File: src/rtl/data_mem_bridge.sv
// ---------------------------------------------------------------------------
// data_mem_bridge
//
// Purpose:
//   Connects a core's level-style load/store interface to a valid/ready
//   request bus with a one-cycle response pulse. Each core access becomes a
//   single bus transaction. The core stalls on mem_busy until the access
//   retires in DONE. Misaligned accesses are rejected without touching the
//   bus. A response that never arrives is aborted after TIMEOUT_CYCLES.
//
// Handshake:
//   A request transfers on a cycle where bus_req_valid & bus_req_ready are
//   both high. While it waits, addr/write/wdata come from holding registers
//   and do not change. The response is accepted together with the transfer
//   (REQ state) or on any later cycle (RESP state). bus_resp_valid seen in
//   any other state is ignored.
//
// Ports:
//   clk, reset          single clock, synchronous active-high reset
//   data_addr           core data address (must be word aligned)
//   should_read_mem     core load request (level, held until !mem_busy)
//   should_write_mem    core store request (level, wins over read)
//   mem_write_data      core store data
//   mem_read_data       load result / 0 on misalign / DEADBEEF on timeout
//   mem_busy            core stall
//   bus_req_*           request channel to the bus
//   bus_resp_*          response channel from the bus
//   err_sticky          set on any error, cleared only by reset
//   err_code            last error: 00 none, 01 misaligned, 10 timeout
//   dbg_state           current FSM state (0 IDLE, 1 REQ, 2 RESP, 3 DONE)
// ---------------------------------------------------------------------------
module data_mem_bridge #(
   parameter int unsigned TIMEOUT_CYCLES = 255
) (
   input  logic        clk,
   input  logic        reset,
   input  logic [31:0] data_addr,
   input  logic        should_read_mem,
   input  logic        should_write_mem,
   input  logic [31:0] mem_write_data,
   output logic [31:0] mem_read_data,
   output logic        mem_busy,
   output logic        bus_req_valid,
   input  logic        bus_req_ready,
   output logic [31:0] bus_req_addr,
   output logic        bus_req_write,
   output logic [31:0] bus_req_wdata,
   input  logic        bus_resp_valid,
   input  logic [31:0] bus_resp_rdata,
   output logic        err_sticky,
   output logic [1:0]  err_code,
   output logic [1:0]  dbg_state
);

   typedef enum logic [1:0] {
      S_IDLE = 2'd0,
      S_REQ  = 2'd1,
      S_RESP = 2'd2,
      S_DONE = 2'd3
   } state_t;

   localparam logic [7:0] TIMEOUT_LIM = 8'(TIMEOUT_CYCLES);
   localparam logic [1:0] ERR_MISALIGN = 2'b01;
   localparam logic [1:0] ERR_TIMEOUT  = 2'b10;

   state_t      state_q;
   logic [7:0]  cnt_q;
   logic [7:0]  cnt_d;
   logic [31:0] rdata_q;
   logic [31:0] addr_q;
   logic        write_q;
   logic [31:0] wdata_q;
   logic        err_sticky_q;
   logic [1:0]  err_code_q;

   logic        pending;
   logic        aligned;

   assign pending = should_read_mem | should_write_mem;
   assign aligned = (data_addr[1:0] == 2'b00);
   assign cnt_d   = cnt_q + 8'd1;

   always_ff @(posedge clk) begin
      if (reset) begin
         state_q      <= S_IDLE;
         cnt_q        <= 8'd0;
         rdata_q      <= 32'd0;
         addr_q       <= 32'd0;
         write_q      <= 1'b0;
         wdata_q      <= 32'd0;
         err_sticky_q <= 1'b0;
         err_code_q   <= 2'b00;
      end else begin
         case (state_q)
            S_IDLE: begin
               if (pending) begin
                  if (aligned) begin
                     addr_q  <= data_addr;
                     write_q <= should_write_mem;
                     wdata_q <= mem_write_data;
                     state_q <= S_REQ;
                  end else begin
                     rdata_q      <= 32'd0;
                     err_sticky_q <= 1'b1;
                     err_code_q   <= ERR_MISALIGN;
                     state_q      <= S_DONE;
                  end
               end
            end
            S_REQ: begin
               if (bus_req_ready) begin
                  // A response in the same cycle as the handshake completes the access.
                  if (bus_resp_valid) begin
                     if (!write_q) begin
                        rdata_q <= bus_resp_rdata;
                     end
                     state_q <= S_DONE;
                  end else begin
                     cnt_q   <= 8'd0;
                     state_q <= S_RESP;
                  end
               end
            end
            S_RESP: begin
               if (bus_resp_valid) begin
                  if (!write_q) begin
                     rdata_q <= bus_resp_rdata;
                  end
                  state_q <= S_DONE;
               end else if (cnt_d == TIMEOUT_LIM) begin
                  // The cycle that would bring the wait count up to the limit aborts the access.
                  rdata_q      <= 32'hDEAD_BEEF;
                  err_sticky_q <= 1'b1;
                  err_code_q   <= ERR_TIMEOUT;
                  state_q      <= S_DONE;
               end else begin
                  cnt_q <= cnt_d;
               end
            end
            S_DONE: begin
               state_q <= S_IDLE;
            end
            default: begin
               state_q <= S_IDLE;
            end
         endcase
      end
   end

   // The stall is combinational so the core freezes in the cycle the request appears.
   assign mem_busy = !reset &&
                     (((state_q == S_IDLE) && pending) ||
                      (state_q == S_REQ) || (state_q == S_RESP));

   assign bus_req_valid = (state_q == S_REQ);
   assign bus_req_addr  = addr_q;
   assign bus_req_write = write_q;
   assign bus_req_wdata = wdata_q;
   assign mem_read_data = rdata_q;
   assign err_sticky    = err_sticky_q;
   assign err_code      = err_code_q;
   assign dbg_state     = state_q;

endmodule

File: config.mk
export PLATFORM = sky130hd
export DESIGN_NAME = data_mem_bridge
export DESIGN_NICKNAME = d
export VERILOG_FILES = /design/src/rtl/data_mem_bridge.sv
export SDC_FILE = /design/constraint.sdc
export NUM_CORES = 1
export LEC_CHECK = 0
export BUFFER_PORTS_ARGS = -buffer_cell sky130_fd_sc_hd__buf_2
export CORE_MARGIN = 4
export CORE_UTILIZATION = 45
export DETAILED_ROUTE_END_ITERATION = 7
export PLACE_DENSITY = 0.81
export SLEW_MARGIN = 20
export SYNTH_ARGS = -nofsm -noshare
export SYNTH_HDL_FRONTEND = slang
export SYNTH_SLANG_ARGS = --single-unit
export TNS_END_PERCENT = 5
File: constraint.sdc
create_clock -name clk -period 2.07 [get_ports clk]
set_input_delay 0.3105 -clock clk [delete_from_list [all_inputs] [get_ports clk]]
set_output_delay 0.3105 -clock clk [all_outputs]
set_load 0.02 [all_outputs]
==> qor.csv <==
stage,metric,value,unit
sta,Max Slew Vio Count,0,
worst_setup_path,Worst R2R Start,cnt_q[2],
worst_setup_path,nature of the critical path endpoint,output pin,
worst_setup_path,reg2reg setup slack,0.11,ns
global_routing,largest net degree at the start of global routing,65,
logic_synthesis,"EDFF count, synth",0,
power,Peak VDD IR,758.5,uV
routing,DR iter-0 viols,413,
placed_design,Routability Congestion,0.9170,
sta,fin crit share,96.17,%
worst_setup_path,CP Class,flip-flop to output pin,
sta,clk_skew,0.01689,ns
clock_tree,CTS Hold Buffers Added,0,
sta,final setup vio count,0,
layout,Antenna Cells,0,
routing,ANT nets after route,0,
routing,first-pass iteration count of the detailed router,4,
sta,min Tclk post-route,1.991,ns
sta,Final WS setup,0.07928,ns
global_routing,initial antenna violation count,0,
floorplanning,die area,12280,um2
layout,"commonest non-fill, non-tap cell in the layout",buf_2,
worst_setup_path,CP arrival,1.68,ns
sta,worst relative slew slack,68.43,%
hold_path,Hold Crit Endpoint,bus_req_addr[5],
logic_synthesis,Synth warnings,0,
logic_synthesis,syn nets,674,
global_routing,global-route wire length before repair,20.93,mm
routing,met2 WL,6.279,mm
layout,area grow syn2layout,30.61,%
worst_setup_path,WP data required,1.76,ns
floorplanning,# rows,37,
routing,total length of routed wires,12.90,mm
logic_synthesis,Area contributors post-synth,"dfxtp_1 (46%), nand2_1 (12%), a21oi_1 (10%)",
layout,share of layout cells above drive strength 1,38.27,%
routing,residual DRC count,0,
global_routing,grt ovf,0,
placed_design,port buffer count,205,
logic_synthesis,Netlist Area Pre-Place,4758,um2
sta,Worst Tran Pin Value,0.4736,ns
power,Pwr per Cell Area,1043,nW/um2
hold_path,min-delay src,data_addr[5],
worst_setup_path,R2R cell count,5,
clock_tree,clk sinks,110,
floorplanning,CORE AREA,10320,um2
power,Leak,2.643,nW
worst_setup_path,crit path max fanout,7,
routing,WL/cell,14.35,um
routing,WL met1,5.465,mm
clock_tree,CTS tree,yes,
routing,uppermost routed layer,met4,
logic_synthesis,Post-Syn Instances,566,
logic_synthesis,"Seq/Total Area, Yosys",46.28,%
logic_synthesis,Yosys top cell area share,46.28,%
layout,post-layout util,60.20,%
layout,most frequent cells in the layout,"buf_2 (204), nand2_1 (148), dfxtp_1 (107)",
status,status,"complete, no violations",
clock_tree,CTS H-tree depth,3,
job,Max Cap Viol,0,
routing,vias,4726,
placed_design,Placed Cells,883,
floorplanning,Die Y,110.8,um
logic_synthesis,"FFs w/ async S/R, synth",0,%
layout,fin nets,866,
clock_tree,CTS root buffer,clkbuf_8,
placed_design,dpl hpwl,9.511,mm
logic_synthesis,Mean Syn Cell Area,8.407,um2
routing,metal3 WL,972,um
logic_synthesis,count of cell types in the netlist,45,
routing,vias per cell,5.257,
clock_tree,# Post-CTS Setup Buffers,0,
layout,fillers,896,
worst_setup_path,startpoint class of the critical path,flip-flop,
sta,Fmax,502.3,MHz
logic_synthesis,cell taking the most area after synthesis,dfxtp_1,
global_routing,vias in the first global route,4559,
placed_design,Setup WS pre-CTS,-0.01346,ns
clock_tree,clock latency on the worst-skew pair,0.36,ns
floorplanning,Die X,110.8,um
logic_synthesis,"Primary FF master, synth",dfxtp_1,
logic_synthesis,Synth Register Bits,110,
clock_tree,total CTS buffers,9,
hold_path,worst hold path depth,3,
worst_setup_path,FF-to-FF End,cnt_q[2],
sta,final hold violation count,0,
hold_path,path category of the worst min-delay check,input port to flip-flop,
global_routing,overall routing resource usage,19.68,%
floorplanning,I/O pin count,206,
clock_tree,clk buf depth,2,
layout,fin cells,899,
floorplanning,Initial Utilization,46.09,%
sta,Hold WS,0.1756,ns
clock_tree,"Reg clk slew, reported paths",0.11,ns
how the worst max path moves through the flow:
stage	startpoint	to	cells after the start
floorplan	dbg_state[0]	mem_read_data[0]	8
global placement	cnt_q[0]	mem_read_data[0]	6
detailed placement	cnt_q[0]	mem_read_data[30]	6
CTS	dbg_state[0]	mem_read_data[0]	7
global route	cnt_q[2]	mem_read_data[24]	6
finish	dbg_state[0]	mem_busy	6
per-stage QoR:
stage / setup TNS (ns) / area [um2] / power, mW
global placement: 0 / 5953 / 5.025
detailed placement: -0.03073 / 5953 / 5.123
floorplan: -0.06466 / 4762 / 4.317
global route: -0.02777 / 6215 / 6.847
CTS: 0 / 6161 / 6.457
finish: 0 / 6215 / 6.482
critical path, cell delays in order (launching register included):
cell and delay (ns):
dfxtp_2 0.38, inv_1 0.09, ha_1 0.24, buf_4 0.18, nor2_2 0.17, a21oi_1 0.09
buf_2 0.18
state kept, by name, indices dropped and copies added, names as in the netlist:
register	flops
bus_req_addr	32
bus_req_wdata	32
mem_read_data	32
cnt_q	8
dbg_state	2
err_code	2
bus_req_write	1
err_sticky	1
cells in the mapped netlist (3+ instances only):
cell type	number
nand2_1	149
dfxtp_1	110
a21oi_1	95
mux2_2	25
o21ai_0	24
clkbuf_1	23
buf_2	15
inv_1	10
or3_1	10
a211oi_2	8
mux2i_1	8
nor2_1	8
o2bb2ai_1	8
a211oi_1	7
ha_1	6
a31oi_1	5
nand2b_1	5
nand3_1	5
nand4b_1	3
nor3_1	3
nor3b_1	3
o22ai_1	3
xor2_1	3
area by class of cell:
| cell class | instances | area (um2) | area share [%] |
|---|---|---|---|
| inverters | 10 | 37.54 | 0.6040 |
| well taps | 136 | 170.2 | 2.738 |
| clock inverters | 6 | 76.32 | 1.228 |
| flip-flops and latches | 110 | 2206 | 35.49 |
| multi-input cells | 404 | 2396 | 38.55 |
| repair buffers | 223 | 1201 | 19.33 |
| clock buffers | 10 | 127.6 | 2.054 |
report_power, final:
part	internal [mW]	leakage, nW	switching, mW
clock	0.583	0.103	0.739
sequential	2.40	0.895	0.184
combinational	0.995	1.64	1.58
what timing repair did:
item / in CTS / in global routing
endpoints found under the setup margin: 11 / 40
resized for setup: 2 / 11
pin swaps: 0 / 2
cell families after synthesis:
group / after synthesis / synth area share (%)
AOI/OAI and AO/OA: 165 / 21.04
xor gates and xnor gates: 3 / 0.5523
adders and majority gates: 6 / 1.578
buffers and inverters: 52 / 4.970
DFF: 110 / 46.28
muxes: 33 / 7.599
and+or+nand+nor: 197 / 17.99
routing by layer:
metal	track usage [%]	vias up
li1	-	2339
met1	23.90	2188
met2	34.43	182
met3	5.295	17
met4	5.090	0
met5	0	-
(Power assumes the default switching activity.)
